`config.mk`:
```
export PLATFORM = sky130hd
export DESIGN_NAME = seq_detector_param
export DESIGN_NICKNAME = d
export VERILOG_FILES = /design/src/rtl/seq_detector_param.sv
export SDC_FILE = /design/constraint.sdc
export NUM_CORES = 1
export LEC_CHECK = 0
export BUFFER_PORTS_ARGS = -buffer_cell sky130_fd_sc_hd__buf_2
export CELL_PAD_IN_SITES_DETAIL_PLACEMENT = 0
export CELL_PAD_IN_SITES_GLOBAL_PLACEMENT = 2
export CORE_ASPECT_RATIO = 0.6
export CORE_UTILIZATION = 33
export CTS_BUF_LIST = sky130_fd_sc_hd__clkbuf_16
export CTS_CLUSTER_SIZE = 30
export DETAILED_ROUTE_END_ITERATION = 8
export PLACE_DENSITY_LB_ADDON = 0.2
export SETUP_SLACK_MARGIN = 0.05
export SLEW_MARGIN = 20
export SYNTH_ARGS = -nofsm -noshare
export SYNTH_HDL_FRONTEND = slang
export SYNTH_SLANG_ARGS = --single-unit
```
`constraint.sdc`:
```
create_clock -name clk -period 2.75 [get_ports clk]
set_clock_uncertainty 0.1 [all_clocks]
set_input_delay 0.275 -clock clk [delete_from_list [all_inputs] [get_ports clk]]
set_output_delay 0.275 -clock clk [all_outputs]
set_load 0.01 [all_outputs]
```
`src/rtl/seq_detector_param.sv`:
```
// Parametrised Mealy sequence detector with a runtime-loadable pattern,
// selectable overlapping/non-overlapping detection and a saturating match counter.
module seq_detector_param #(
  parameter int              PAT_W       = 4,
  parameter logic [PAT_W-1:0] DEFAULT_PAT = 4'b0110,
  parameter int              CNT_W       = 8
) (
  input  logic             clk,
  input  logic             reset,
  input  logic             bitstream,
  input  logic             bit_valid,
  input  logic             overlap_en,
  input  logic             pat_load,
  input  logic [PAT_W-1:0] pat_in,
  input  logic             count_clr,
  output logic             out,
  output logic [CNT_W-1:0] match_count
);

  localparam int FW = (PAT_W > 2) ? $clog2(PAT_W) : 1;
  localparam logic [FW-1:0] FILL_MAX = FW'(PAT_W - 1);

  logic [PAT_W-1:0] pat;
  logic [PAT_W-2:0] hist;
  logic [FW-1:0]    fill;
  logic [PAT_W-1:0] window;

  // window doubles as the shifted history: its low PAT_W-1 bits are the next hist
  assign window = {hist, bitstream};

  assign out = !reset && !pat_load && bit_valid && (fill == FILL_MAX) && (window == pat);

  always_ff @(posedge clk) begin
    if (reset) begin
      pat  <= DEFAULT_PAT;
      hist <= '0;
      fill <= '0;
    end else if (pat_load) begin
      pat  <= pat_in;
      hist <= '0;
      fill <= '0;
    end else if (bit_valid) begin
      hist <= window[PAT_W-2:0];
      if (out && !overlap_en)
        fill <= '0;
      else if (fill != FILL_MAX)
        fill <= fill + 1'b1;
    end
  end

  always_ff @(posedge clk) begin
    if (reset)
      match_count <= '0;
    else if (count_clr)
      match_count <= out ? CNT_W'(1) : '0;
    else if (out && (match_count != '1))
      match_count <= match_count + 1'b1;
  end

endmodule

```
==> run metrics <==
layout cells sized above 1 0.244; R2R Setup Slk 0.91 ns; Worst Hold Class primary input to register; Area Growth Syn to Fin 21.2%; Sink Count 17; multi-input gate area in the final layout 539 sq um; hold_buf cts 0; Final Max Tran Viols 0; yosys warns 0; RSZ-0062 raised after global routing no; Root Buffer clkbuf_16; synth unique cells 39; synthesized cell area 915 sq um; grt total ovfl 0; placed insts 147; register area share after synthesis 0.372; CTS buffer count 3; final core occ 0.433; clk slew on worst S/H paths 0.05 ns; syn nets 113; Initial Util 0.358; worst r2r src fill[0]; ranking of synthesized cells by area dfxtp_1 37%, mux2i_1 7.7%, nor3_1 3.3%; All-Layer GR Usage 0.155; ANT cells 0; final period utilization 0.747; initial antenna violation count 0; Finished Layout Cells 151; Critical Path Start hist[0]; number of synthesized flops with an enable pin 0; Mapped Cells 100; worst reg2reg endpoint match_count[5]; io pins 20; post-route antenna net violation count 0; H-Tree Depth 1; Die Y 42.8 um; die area 0.00299 sq mm; Worst Setup EP out; die width 70.0 um; hold slack 0.132 ns; # nets final 133; crit path launch type register; ys flop type dfxtp_1; Worst Setup End Kind output pin; initial DRC count 37; FFs w/ async S/R, synth 0; vias in the first global route 750; highest clock rate 0.487 GHz; peak supply drop 0.000346 V; R2R cell count 5; Gates resized, CTS repair 0; TritonCTS clock tree yes; Arr. time, crit path 1.68 ns; final WL 2040 um; Post-DP HPWL 1580 um; PD cells 527 mW/mm^2; final-layout fill cell count 264; dpl cell area 0.00103 sq mm; Worst Path Required 2.38 ns; Routed WL per cell 13.5 um; maxcap violations 0; Slew Limit Headroom 0.551; Worst-Skew Late Latency 0.25 ns; largest net degree at the start of global routing 13; final setup TNS 0 ns; P_leak 0.000451 uW; global-route wire length before repair 3500 um; final design instance area without fill 0.00111 sq mm; Yosys top cell by area dfxtp_1; Clock Tree Buf Depth 2; Fin. Hold Viols 0; Core Region 0.00256 sq mm; CP Max Fanout 6; Yosys top cell area share 0.372; status finished clean; DRC violations left 0; # port buffers 19; postcts setup bufs 0; Final Wtd Congestion 0.818; Via density 5.48; num rows 14; Avg Inst Size Synth 9.15 sq um; via count 827; flop and latch count out of synthesis 17; measured slew at the worst slew-check pin 0.664 ns; sequential cell area 340 sq um; CP Class register to output pin; Final setup viols 0; DRT Pass-1 Iters 4; fin crit period 2.05 ns
-- layer usage --
metal / vias up / part of all wire / track usage
li1: 411 / - / -
met3: 2 / 0.075 / 0.0618
met1: 385 / 0.51 / 0.204
met2: 29 / 0.40 / 0.227
met5: - / 0 / 0
met4: 0 / 0.0093 / 0.0600
-- cells in the final DEF, fill, tap and decap left out, types with 4 or more instances in the layout --
master   netlist  layout
buf_2          1      19
a31oi_1        4       4
inv_1          4       5
a21oi_1        4       4
dfxtp_1       17      17
nand2_1        8       8
nor3_1         6       6
mux2i_1        7       7
nor2_1         5       5
-- synth_stat cells (2+ instances only) --
cell type,count
nand2_1,8
nand4_1,2
a211oi_1,2
nand3b_1,2
xor2_1,3
nor2_2,2
nor2_1,5
a21oi_1,4
a31oi_1,4
nand3_1,3
inv_1,4
nor2b_1,3
mux2i_1,7
a311oi_1,2
ha_1,2
a211o_1,2
dfxtp_1,17
nor3_1,6
and4_1,2
-- state kept, by name, summed over array words and instances, names as in the netlist --
signal	cells
fill	2
hist	3
match_count	8
pat	4
-- worst min-delay path by stage --
stage / cells after the start / start / end / slack [ns]
detailed placement: 2 / fill[1] / fill[1] / 0.37
global placement: 2 / fill[1] / fill[1] / 0.35
CTS: 2 / pat_in[1] / pat[1] / 0.13
global route: 2 / pat_in[1] / pat[1] / 0.15
finish: 2 / pat_in[1] / pat[1] / 0.13
floorplan: 1 / pat_in[1] / pat[1] / 0.30
-- cell type report --
class                           instances  area share
Clock buffer                            3      0.0677
Clock inverter                          1     0.00339
Inverter                                4      0.0135
Multi-Input combinational cell         75       0.486
Sequential cell                        17       0.307
Tap cell                               32      0.0361
Timing Repair Buffer                   19      0.0858
-- metrics by stage --
stage / total power (uW) / worst slack [ns]
6_report: 584 / 0.695
5_1_grt: 609 / 0.617
4_1_cts: 592 / 0.696
3_5_place_dp: 304 / 0.948
3_3_place_gp: 303 / 0.953
2_1_floorplan: 290 / 1.11
-- worst max-delay path, stage by stage, from the launching register on --
cell,delay [ns]
dfxtp_1,0.32
xor2_1,0.19
or3_4,0.42
nor2_2,0.30
buf_2,0.20
-- power breakdown --
group | total [uW] | internal [uW] | switching [uW]
registers | 256 | 252 | 3.70
logic | 42.1 | 18.5 | 23.6
clock network | 286 | 193 | 93.0
total | 584 | 464 | 120
-- cells by family (layout without fill, tap and decap cells) --
family | after synthesis | after routing | synth area share
xor+xnor | 4 | 4 | 0.0383
simple gates | 41 | 41 | 0.257
compound gates | 21 | 21 | 0.190
flops | 17 | 17 | 0.372
fa+ha+maj | 2 | 2 | 0.0274
buf+inv | 8 | 27 | 0.0383
mux | 7 | 7 | 0.0766
(Power assumes the default switching activity.)
